[src/rtl/tick_sched.sv]
// tick_sched: programmable tick scheduler.
//
// A divide ratio (and, optionally, a burst length) is loaded through a
// valid/ready handshake while idle. On start the prescale counter runs and
// produces a one-cycle tick plus a half-duty square wave every div_q cycles,
// until stop is seen or (with bursts enabled) the programmed tick count
// has been emitted.
//
// Optional feature macro: TICK_SCHED_BURST_EN
//   defined   - cfg_burst != 0 ends the run automatically after that many ticks
//   undefined - cfg_burst is ignored, every run free-runs until stop
//
// Ports:
//   clk        clock, rising edge
//   rst        asynchronous reset, active low
//   start      begin a run (sampled in IDLE only)
//   stop       end a run (sampled in RUN only)
//   cfg_valid  configuration offered
//   cfg_ready  configuration accepted this cycle (state == IDLE)
//   cfg_div    divide ratio in cycles per tick, 0 is treated as 1
//   cfg_burst  ticks per run, 0 = free-run
//   tick       one-cycle strobe once per period
//   half       square wave, low for floor(div/2) cycles from each tick
//   busy       state != IDLE
//   done       one-cycle pulse when a run finishes
module tick_sched #(
  parameter int DIV_W   = 16,
  parameter int CNT_W   = 8,
  parameter int DIV_RST = 16
) (
  input  logic             clk,
  input  logic             rst,
  input  logic             start,
  input  logic             stop,
  input  logic             cfg_valid,
  output logic             cfg_ready,
  input  logic [DIV_W-1:0] cfg_div,
  input  logic [CNT_W-1:0] cfg_burst,
  output logic             tick,
  output logic             half,
  output logic             busy,
  output logic             done
);

  typedef enum logic [1:0] {
    IDLE   = 2'd0,
    RUN    = 2'd1,
    FINISH = 2'd2
  } state_t;

  state_t           state, state_d;
  logic [DIV_W-1:0] cnt, cnt_d;
  logic [DIV_W-1:0] div_q, div_d;
  logic [DIV_W-1:0] div_eff;
  logic             tick_d, half_d, done_d;
  logic             cfg_take;
  logic             wrap;
  logic             burst_end;

`ifdef TICK_SCHED_BURST_EN
  logic [CNT_W-1:0] burst_q, burst_d;
  logic [CNT_W-1:0] left, left_d;
`else
  logic             unused_burst;
  assign unused_burst = ^cfg_burst;
`endif

  assign cfg_ready = (state == IDLE);
  assign busy      = (state != IDLE);

  always_comb begin
    state_d   = state;
    cnt_d     = cnt;
    div_d     = div_q;
    tick_d    = 1'b0;
    half_d    = 1'b0;
    done_d    = 1'b0;
    burst_end = 1'b0;
`ifdef TICK_SCHED_BURST_EN
    burst_d   = burst_q;
    left_d    = left;
`endif

    cfg_take = cfg_valid && (state == IDLE);
    div_eff  = (cfg_div == '0) ? DIV_W'(1) : cfg_div;
    wrap     = (cnt == div_q - DIV_W'(1));

    // A config accepted in the same cycle as start must already govern the
    // starting run, so everything below uses the *_d copies.
    if (cfg_take) begin
      div_d = div_eff;
`ifdef TICK_SCHED_BURST_EN
      burst_d = cfg_burst;
`endif
    end

    case (state)
      IDLE: begin
        if (start) begin
          state_d = RUN;
          cnt_d   = '0;
          // half tracks the counter value that will be held after this edge.
          half_d  = ((div_d >> 1) == '0);
`ifdef TICK_SCHED_BURST_EN
          left_d  = burst_d;
`endif
        end
      end

      RUN: begin
        if (wrap) begin
          cnt_d  = '0;
          tick_d = 1'b1;
        end else begin
          cnt_d  = cnt + DIV_W'(1);
        end
`ifdef TICK_SCHED_BURST_EN
        if (wrap && (burst_q != '0)) begin
          left_d = left - CNT_W'(1);
          if (left == CNT_W'(1)) begin
            burst_end = 1'b1;
          end
        end
`endif
        // A wrap coinciding with the end of the run still emits its tick.
        if (stop || burst_end) begin
          state_d = FINISH;
          done_d  = 1'b1;
          cnt_d   = '0;
        end else begin
          half_d  = (cnt_d >= (div_q >> 1));
        end
      end

      FINISH: begin
        state_d = IDLE;
      end

      default: begin
        state_d = IDLE;
      end
    endcase
  end

  always_ff @(posedge clk or negedge rst) begin
    if (!rst) begin
      state   <= IDLE;
      cnt     <= '0;
      div_q   <= DIV_W'(DIV_RST);
      tick    <= 1'b0;
      half    <= 1'b0;
      done    <= 1'b0;
`ifdef TICK_SCHED_BURST_EN
      burst_q <= '0;
      left    <= '0;
`endif
    end else begin
      state   <= state_d;
      cnt     <= cnt_d;
      div_q   <= div_d;
      tick    <= tick_d;
      half    <= half_d;
      done    <= done_d;
`ifdef TICK_SCHED_BURST_EN
      burst_q <= burst_d;
      left    <= left_d;
`endif
    end
  end

endmodule

[config.mk]
export PLATFORM = sky130hd
export DESIGN_NAME = tick_sched
export DESIGN_NICKNAME = d
export VERILOG_FILES = /design/src/rtl/tick_sched.sv
export SDC_FILE = /design/constraint.sdc
export NUM_CORES = 1
export LEC_CHECK = 0
export BUFFER_PORTS_ARGS = -buffer_cell sky130_fd_sc_hd__buf_2
export CORE_UTILIZATION = 30
export DETAILED_ROUTE_END_ITERATION = 6
export GPL_ROUTABILITY_DRIVEN = 0
export PLACE_DENSITY_LB_ADDON = 0.15
export SLEW_MARGIN = 30
export SYNTH_ARGS = -nofsm -noshare
export SYNTH_HDL_FRONTEND = slang
export SYNTH_SLANG_ARGS = --single-unit
[constraint.sdc]
create_clock -name clk -period 4.7 [get_ports clk]
set_input_delay 0.235 -clock clk [delete_from_list [all_inputs] [get_ports clk]]
set_output_delay 0.235 -clock clk [all_outputs]
set_load 0.005 [all_outputs]
### Word level (Yosys, flattened, before mapping)

Cells that the tools add are included.

* add/sub/neg operators: 2
* magnitude comparators: 1
* equality and inequality tests: 4
* multiplexer cells: 17
* reduce and logical (&&, ||, !) cells: 8

Operator list (count)
* $mux 16: 6
* $logic_not 16->1: 2
* $pmux 16 s2: 1
* $add 16x1->16 const B: 1
* $eq 16x16->1: 1
* $ge 16x15->1: 1
* $sub 16x1->16 const B: 1
* $mux 1: 6
* $mux 2: 2
* $ne 2x2->1 const B: 2
* $pmux 2 s2: 1
* $reduce_and 2->1: 2
* $reduce_bool 2->1: 2
* $eq 2x1->1 const B: 1
* $logic_not 2->1: 1
* $pmux 1 s2: 1
* $logic_and 1x1->1: 1

* register bits: 37
* input bits: 29
* output and inout port bits: 5
* logic and storage cells: 39

### Longest topological paths before layout

Gate-level depths: netlist (run 1).

* depth after elaboration: 7
* depth in mapped cells: 17
* mapped depth without buffers: 16

### Least setup slack after synthesis (run 1)

No wires, ideal clock.

* kind: register -> register
* from: register div_q[8]
* to: register half
* setup time: 0.131 ns
* data arrival time: 3.937 ns
* required time: 4.569 ns
* path slack: 0.632 ns
* cell stages (with the launch flop): 15
* path buffers: 2
* clock period less this slack: 4.068 ns
* path through: dfrtp_1 -> clkbuf_1 -> nor4_1 -> nand4_1 -> xnor2_1 -> nor4_1 -> nand3_1 -> nor4_1 -> clkbuf_1 -> a21oi_1 -> ha_1 -> a2111oi_0 -> o211ai_1 -> o221a_2 -> or3_1

* cells in the longest elaborated chain, start to end: 7
* elaborated cells between the ends (all ways): 10
* those cells by class: 1 x add/sub; 1 x order compare; 1 x eq/ne; 6 x mux; 1 x reduce/logical

Ends and longest elaborated chain
* start: declaration: line 53 `logic [DIV_W-1:0] div_q, div_d;`
* start signal: assignment: line 149 `div_q <= DIV_W'(DIV_RST);`
* start signal: assignment: line 160 `div_q <= div_d;`
* $sub 16x1->16: line 86 `wrap = (cnt == div_q - DIV_W'(1));`
* $eq 16x16->1: line 86
* $mux 16: line 111 `if (wrap) begin`
* $mux 16: line 97 `case (state)`
* $ge 16x15->1: line 131 `half_d = (cnt_d >= (div_q >> 1));`
* $mux 1: line 126 `if (stop || burst_end) begin`
* $pmux 1 s2 *: line 97
* via half_d: line 55 `logic tick_d, half_d, done_d;`
* end signal: assignment: line 162 `half <= half_d;`
* end: declaration: line 40 `output logic half,`

Mark *: on every way through the listed nets, which the timed path passes. The rest lies on a longest branch. The select of a mux whose other input is x is not followed.
A chain may end at the register's enable or synchronous reset.

### Worst setup path in the final report (run 1)

* from: register div_q[1]
* to: register half

Same word-level chain as after synthesis.

==> results of run 1 <==
## through the flow
| step | power [mW] | setup WS, ns | utilization (%) | hold WS, ns |
|---|---|---|---|---|
| 6_report | 1.34 | 0.377 | 35.4 | 0.157 |
| 5_1_grt | 1.45 | 0.154 | 35.4 | 0.161 |
| 4_1_cts | 1.35 | 0.356 | 35.3 | 0.0941 |
| 3_5_place_dp | 1.12 | 0.386 | 34.3 | 0.410 |
| 3_3_place_gp | 1.12 | 0.381 | 34.3 | 0.397 |
| 2_1_floorplan | 0.923 | 0.632 | - | -0.0606 |
## registers in the layout (all words and copies together) (netlist names)
register and count:
cnt 16, half 1, tick 1, state 2
done 1, div_q 16
## timing repair
action,CTS,global route
setup buffers,0,0
hold buffers,0,1
endpoints found under the hold margin,0,36
## power breakdown
| part | total [mW] | switching, mW | leakage [nW] | internal [mW] |
|---|---|---|---|---|
| Combinational | 0.621 | 0.354 | 0.916 | 0.268 |
| Clock | 0.228 | 0.125 | 0.0450 | 0.103 |
| Sequential | 0.495 | 0.106 | 0.483 | 0.389 |
| Total | 1.34 | 0.584 | 1.44 | 0.759 |
## final timing paths
check	start	endpoint	slack, ns	depth (start not counted)
hold reg to reg	cnt[15]$_DFFE_PN0P_	cnt[15]$_DFFE_PN0P_	0.56	1
max in group asynchronous	rst	div_q[4]$_DFF_PN1_	3.90	2
min in group asynchronous	rst	div_q[6]$_DFF_PN0_	0.45	2
setup / recovery	div_q[1]$_DFF_PN0_	half$_DFF_PN0_	0.38	16
setup reg to reg	div_q[1]$_DFF_PN0_	half$_DFF_PN0_	0.38	16
hold / removal	cfg_div[13]	div_q[13]$_DFF_PN0_	0.16	3
## kinds of logic (layout without fill, tap and decap cells)
family / after synthesis / in the layout
AO/OA/AOI/OAI: 99 / 99
buffers and inverters: 32 / 59
XOR/XNOR: 17 / 17
multiplexers: 2 / 2
flip-flops: 37 / 37
AND/OR/NAND/NOR: 124 / 124
adder cells (fa/ha/maj): 17 / 17
## layer usage
layer  share of wire [%]  wire length [µm]
met5                   0                 0
met4                0.71                54
met3                 3.9               299
met2                  45              3430
met1                  50              3800
## final cells by class
class	instances	area (µm²)	share of cell area [%]
clock inverter	2	10.0	0.319
clock buffer	6	72.6	2.32
sequential	37	927	29.6
multi-input combinational	259	1740	55.4
timing repair buffer	32	183	5.83
tap	108	135	4.31
inverter	19	71.3	2.28
## critical path, stage by stage, from the launching register on
cell	delay (ns)
sky130_fd_sc_hd__dfrtp_1	0.45
sky130_fd_sc_hd__inv_1	0.10
sky130_fd_sc_hd__ha_1	0.22
sky130_fd_sc_hd__xor3_1	0.43
sky130_fd_sc_hd__o32a_1	0.18
sky130_fd_sc_hd__or3_1	0.31
sky130_fd_sc_hd__or4_4	0.44
sky130_fd_sc_hd__or3_1	0.43
sky130_fd_sc_hd__nand2b_1	0.11
sky130_fd_sc_hd__ha_1	0.22
sky130_fd_sc_hd__nand2b_1	0.14
sky130_fd_sc_hd__a21oi_1	0.15
sky130_fd_sc_hd__nor2b_1	0.06
sky130_fd_sc_hd__o21ai_0	0.17
sky130_fd_sc_hd__a211oi_1	0.12
sky130_fd_sc_hd__o221a_2	0.32
sky130_fd_sc_hd__or3_1	0.36
## layout by cell type, fill, tap and decap left out, drive strengths merged, types with 2 or more instances in the layout
cell	instances
nor3b	2
xor2	8
ha	17
clkinv	2
clkbuf	6
a21o	15
nand2	30
nor4	9
o21ai	28
and3	3
buf	31
or2	6
nand4	6
dfrtp	36
o21a	4
and2	2
nor2	14
xnor2	7
nor2b	4
o211ai	3
mux2i	2
nand2b	10
or4	5
or3	9
inv	19
xor3	2
nand3	13
and4	3
nor3	6
a21oi	32
==> impl_summary.log, run 1 <==
[metrics] result of the run: complete, but fails checks
[metrics] violated checks: design-rule violations
[metrics] post-route setup TNS: 0 ns
[metrics] fraction of layout instances using a drive strength above 1: 15.8%
[metrics] number of synthesized register bits: 37
[metrics] static power due to leakage: 1.44 nW
[metrics] number of global-route vias before repair: 2306
[metrics] endpoints failing hold: 0
[metrics] cell area after layout: 0.00313 mm²
[metrics] post-CTS sizing: 0
[metrics] Routed Antenna Nets: 0
[metrics] HPWL reported at the end of detailed placement: 5820 µm
[metrics] power per standard cell area: 429 mW/mm²
[metrics] type of origin of the critical path: flop
[metrics] Mean Syn Cell Area: 8.48 µm²
[metrics] clock period minus final worst setup slack: 4.32 ns
[metrics] combined global-route utilization of all metal layers: 16.2%
[metrics] final wirelength: 7580 µm
[metrics] Post-Syn Nets: 374
[metrics] worst max-slew margin expressed relative to the limit: 40.2%
[metrics] count of cell types in the netlist: 53
[metrics] cell count after synthesis: 328
[metrics] Primary FF master, synth: sky130_fd_sc_hd__dfrtp_1
[metrics] # port buffers: 25
[metrics] Tightest Hold Check Type: in2reg
[metrics] worst vdd rail ir drop: 107 µV
[metrics] share of async-settable or async-resettable flops after synthesis: 100%
[metrics] number of flops mapped to enable cells by yosys: 0
[metrics] antenna violations before repair: 0
[metrics] worst setup skew after layout: 0.00888 ns
[metrics] met1 Usage GRT: 22.5%
[metrics] library cell with the largest summed area after synthesis: sky130_fd_sc_hd__dfrtp_1
[metrics] top cells by area, synth: sky130_fd_sc_hd__dfrtp_1 32%, sky130_fd_sc_hd__ha_1 7.6%, sky130_fd_sc_hd__a21oi_1 5.8%
[metrics] Synth Cell Area: 0.00278 mm²
[metrics] combinational family with the most area after synthesis: simple AND/OR/NAND/NOR gates
[metrics] adder-cell share of the synthesized area: 7.64%
[metrics] Max Buffers Root-to-Sink: 2
[metrics] grt ovf: 0
[metrics] Clock H-tree levels: 2
[metrics] Post-Place Cell Area: 0.00304 mm²
[metrics] multiplexer share of the synthesized area: 0.719%
[metrics] Worst Path Required: 4.88 ns
[metrics] Post-Synth Simple-Gate Area: 24.4%
[metrics] Via Count: 2461
[metrics] capturing element type of the critical path: flop
[metrics] Placement Rows: 34
[metrics] Most Used Layer, Global Route: met2
[metrics] register clock-pin slew on the reported worst setup and hold paths: 0.08 ns
[metrics] clock sink count: 37
[metrics] most frequent cells after synthesis: 36 x sky130_fd_sc_hd__dfrtp_1, 32 x sky130_fd_sc_hd__a21oi_1, 30 x sky130_fd_sc_hd__nand2_1, 28 x sky130_fd_sc_hd__o21ai_0, 19 x sky130_fd_sc_hd__inv_1
[metrics] drt first pass iters: 7
[metrics] source-to-sink clock delay at the later pin of the worst-skew pair: 0.29 ns
[metrics] die area: 0.00966 mm²
[metrics] Synth Area in Compound Gates: 22.8%
[metrics] initial core utilization: 31.4%
[metrics] arrival time reported for the critical path endpoint: 4.50 ns
[metrics] Inserted Clock Buffers: 5
[metrics] final slew viol count: 0
[metrics] layout filler cell count: 942
[metrics] number of setup violations in the final report: 0
[metrics] Yosys warning total: 0
[metrics] DRC violation total after the first TritonRoute iteration: 113
[metrics] overall die width: 98.3 µm
[metrics] maximum number of pins on one net before global-route repair: 38
[metrics] wire length of the first global-routing pass: 12100 µm
[metrics] post-detailed-route wirelength per cell: 16.4 µm
[metrics] CTS tree: done
[metrics] total number of nets in the final design: 400
[metrics] xor/xnor share of the synthesized area: 6.43%
[metrics] pin slew with the least headroom to its limit: 0.896 ns
[metrics] MaxCap Viol Count: 0
[metrics] count of unresolved DRC violations after routing: 4
[metrics] antenna diode instance count: 0
[metrics] Top-Level Pins: 34
[metrics] area of the core: 0.00885 mm²
[metrics] GR Util met2: 26.2%
[metrics] post-DR vias/cell: 5.32
[metrics] Crit Path Class: reg2reg
[metrics] portion of the post-synthesis area used by sequential elements: 33.3%
[metrics] most common cell in the synthesized netlist: sky130_fd_sc_hd__dfrtp_1
[metrics] final clock period utilization by the worst path: 92.0%
[metrics] root buffer cell: sky130_fd_sc_hd__clkbuf_8
[metrics] Achievable Freq: 0.231 GHz
[metrics] unrepaired setup endpoints after global routing: no
[metrics] y dimension of the die: 98.3 µm
[metrics] global-route met3 utilization: 2.86%
[metrics] largest driver fanout on the critical path: 5
[metrics] number of placed cells counting well taps: 454
[metrics] Layout Cells excl Fill: 463
[metrics] area share of the largest cell type after synthesis: 32.4%
[metrics] synthesis-to-layout area growth: 12.6%
(Power assumes the default switching activity.)
==> run 2, diff against run 1 <==
==> constraint.sdc (replaced) <==
create_clock -name clk -period 5 [get_ports clk]
set_input_delay 0.25 -clock clk [delete_from_list [all_inputs] [get_ports clk]]
set_output_delay 0.25 -clock clk [all_outputs]
set_load 0.005 [all_outputs]
==> run 2 against run 1 <==
Effect of this change:
- the run now ends clean
- critical endpoint unchanged
- largest cell class unchanged
- hold slack gained 0.0023 ns
- sequential share of layout area shrank 0.22 points
- via count shrank 1.1%
- register-to-register slack gained 0.33 ns
- flip-flop and latch count is the same
- first-iteration DRC count shrank 35%
- global-route usage grew 0.14 points
- non-clock buffer count is the same
- sequential power shrank 4%
- worst setup slack gained 0.33 ns
- total power shrank 6.6%
- utilization grew 0.27 points
==> impl_summary.log, run 2 (synthesis results as in run 1) <==
[metrics] Post-Place Cell Area: 0.00304 mm²
[metrics] Placement Rows: 34
[metrics] post-route setup TNS: 0 ns
[metrics] Inserted Clock Buffers: 5
[metrics] initial core utilization: 31.4%
[metrics] setup repair bufs after CTS: 0
[metrics] CP cell instances: or4_4 -> o41ai_2 -> o211ai_1 -> or4_4 -> or3_1 -> nand2b_1 -> ha_1 -> nand2b_1 -> a21oi_1 -> nor2b_1 -> o21ai_0 -> a211oi_1 -> o221a_2 -> or3_1
[metrics] antenna diode instance count: 0
[metrics] most used cells in the layout excluding fill and tap cells: 36 x sky130_fd_sc_hd__dfrtp_1, 32 x sky130_fd_sc_hd__a21oi_1, 30 x sky130_fd_sc_hd__nand2_1
[metrics] maximum number of pins on one net before global-route repair: 38
[metrics] Top-Level Pins: 34
[metrics] Routed Antenna Nets: 0
[metrics] cell area after layout: 0.00316 mm²
[metrics] Via Count: 2434
[metrics] largest incremental delay on the critical path: 0.60 ns
[metrics] HPWL reported at the end of detailed placement: 5760 µm
[metrics] clock sink count: 37
[metrics] worst reg-to-reg path cell count: 14
[metrics] post-DR vias/cell: 5.26
[metrics] overall die width: 98.3 µm
[metrics] final slew viol count: 0
[metrics] arrival time reported for the critical path endpoint: 4.48 ns
[metrics] worst setup skew after layout: 0.00677 ns
[metrics] wire length of the first global-routing pass: 12200 µm
[metrics] slowest cell on the critical path: sky130_fd_sc_hd__or4_4
[metrics] count of unresolved DRC violations after routing: 0
[metrics] static power due to leakage: 1.45 nW
[metrics] register clock-pin slew on the reported worst setup and hold paths: 0.08 ns
[metrics] post-CTS sizing: 0
[metrics] registers with the most flip-flops: cnt x16, div_q x16, state x2
[metrics] final total power: 1.25 mW
[metrics] type of origin of the critical path: flop
[metrics] Achievable Freq: 0.233 GHz
[metrics] pin slew with the least headroom to its limit: 0.844 ns
[metrics] CTS tree: done
[metrics] clock period minus final worst setup slack: 4.30 ns
[metrics] Max Buffers Root-to-Sink: 2
[metrics] area of the core: 0.00885 mm²
[metrics] final critical-path setup slack: 0.704 ns
[metrics] worst max-slew margin expressed relative to the limit: 43.7%
[metrics] fraction of layout instances using a drive strength above 1: 15.5%
[metrics] endpoints failing hold: 0
[metrics] result of the run: finished clean
[metrics] final clock period utilization by the worst path: 85.9%
[metrics] unrepaired setup endpoints after global routing: no
[metrics] total number of nets in the final design: 400
[metrics] MaxCap Viol Count: 0
[metrics] worst vdd rail ir drop: 109 µV
[metrics] source-to-sink clock delay at the later pin of the worst-skew pair: 0.30 ns
[metrics] Clock H-tree levels: 2
[metrics] combined global-route utilization of all metal layers: 16.3%
[metrics] Worst Path Required: 5.18 ns
[metrics] grt ovf: 0
[metrics] synthesis-to-layout area growth: 13.5%
[metrics] setup slack on the worst flop-to-flop path: 0.70 ns
[metrics] capturing element type of the critical path: flop
[metrics] root buffer cell: sky130_fd_sc_hd__clkbuf_8
[metrics] drt first pass iters: 6
[metrics] hold buffers post-CTS: 0
[metrics] number of setup violations in the final report: 0
[metrics] post-detailed-route wirelength per cell: 16.1 µm
[metrics] Crit Path Class: reg2reg
[metrics] worst slack after detailed placement: 0.691 ns
[metrics] most common cell after layout, fill and taps aside: sky130_fd_sc_hd__dfrtp_1
[metrics] # port buffers: 25
[metrics] number of cells traversed by the worst hold path: 3
[metrics] die area: 0.00966 mm²
[metrics] number of global-route vias before repair: 2402
[metrics] Tightest Hold Check Type: in2reg
[metrics] y dimension of the die: 98.3 µm
[metrics] antenna violations before repair: 0
[metrics] DRC violation total after the first TritonRoute iteration: 74
[metrics] power per standard cell area: 397 mW/mm²
[metrics] largest driver fanout on the critical path: 8
[metrics] final wirelength: 7430 µm
run 2: area by class of cell:
class / instances / area, µm²
Fill cell: 938 / 5690
Multi-Input combinational cell: 259 / 1730
Sequential cell: 37 / 927
Timing Repair Buffer: 32 / 208
Tap cell: 108 / 135
Clock buffer: 6 / 72.6
Inverter: 19 / 71.3
Clock inverter: 2 / 10.0
run 2: report_power, final:
part / switching (mW) / total, mW / internal (mW)
sequential: 0.112 / 0.477 / 0.365
combinational: 0.316 / 0.565 / 0.249
clock: 0.115 / 0.212 / 0.0968
total: 0.543 / 1.25 / 0.711
run 2: per-stage QoR:
stage               util [%]  std cells  hold slack, ns
finish                  35.7        463           0.159
global route            35.7        463           0.174
CTS                     35.3        461          0.0892
detailed placement      34.3        453           0.411
global placement        34.2        452           0.416
floorplan                  -        328         -0.0456
run 2: path summary, 6_finish.rpt:
path,start,to
setup / recovery,div_q[3]$_DFF_PN0_,half$_DFF_PN0_
hold / removal,cfg_div[5],div_q[5]$_DFF_PN0_
setup reg to reg,div_q[3]$_DFF_PN0_,half$_DFF_PN0_
hold reg to reg,cnt[15]$_DFFE_PN0P_,cnt[15]$_DFFE_PN0P_
max in group asynchronous,rst,cnt[14]$_DFFE_PN0P_
min in group asynchronous,rst,state[0]$_DFFE_PN0P_
run 2: critical path, delay by kind of cell, from the launching register on:
family          cells  cell delay, ns
compound gates      6            1.28
simple gates        7            2.23
fa+ha+maj           1            0.21
flops               1            0.47
run 2: per-layer routing:
layer | vias to the layer above | GRT usage [%] | part of all wire, %
li1 | 1245 | - | -
met1 | 1142 | 21.8 | 50
met2 | 39 | 26.7 | 46
met3 | 8 | 3.15 | 2.4
met4 | 0 | 5.28 | 1.5
met5 | - | 0 | 0
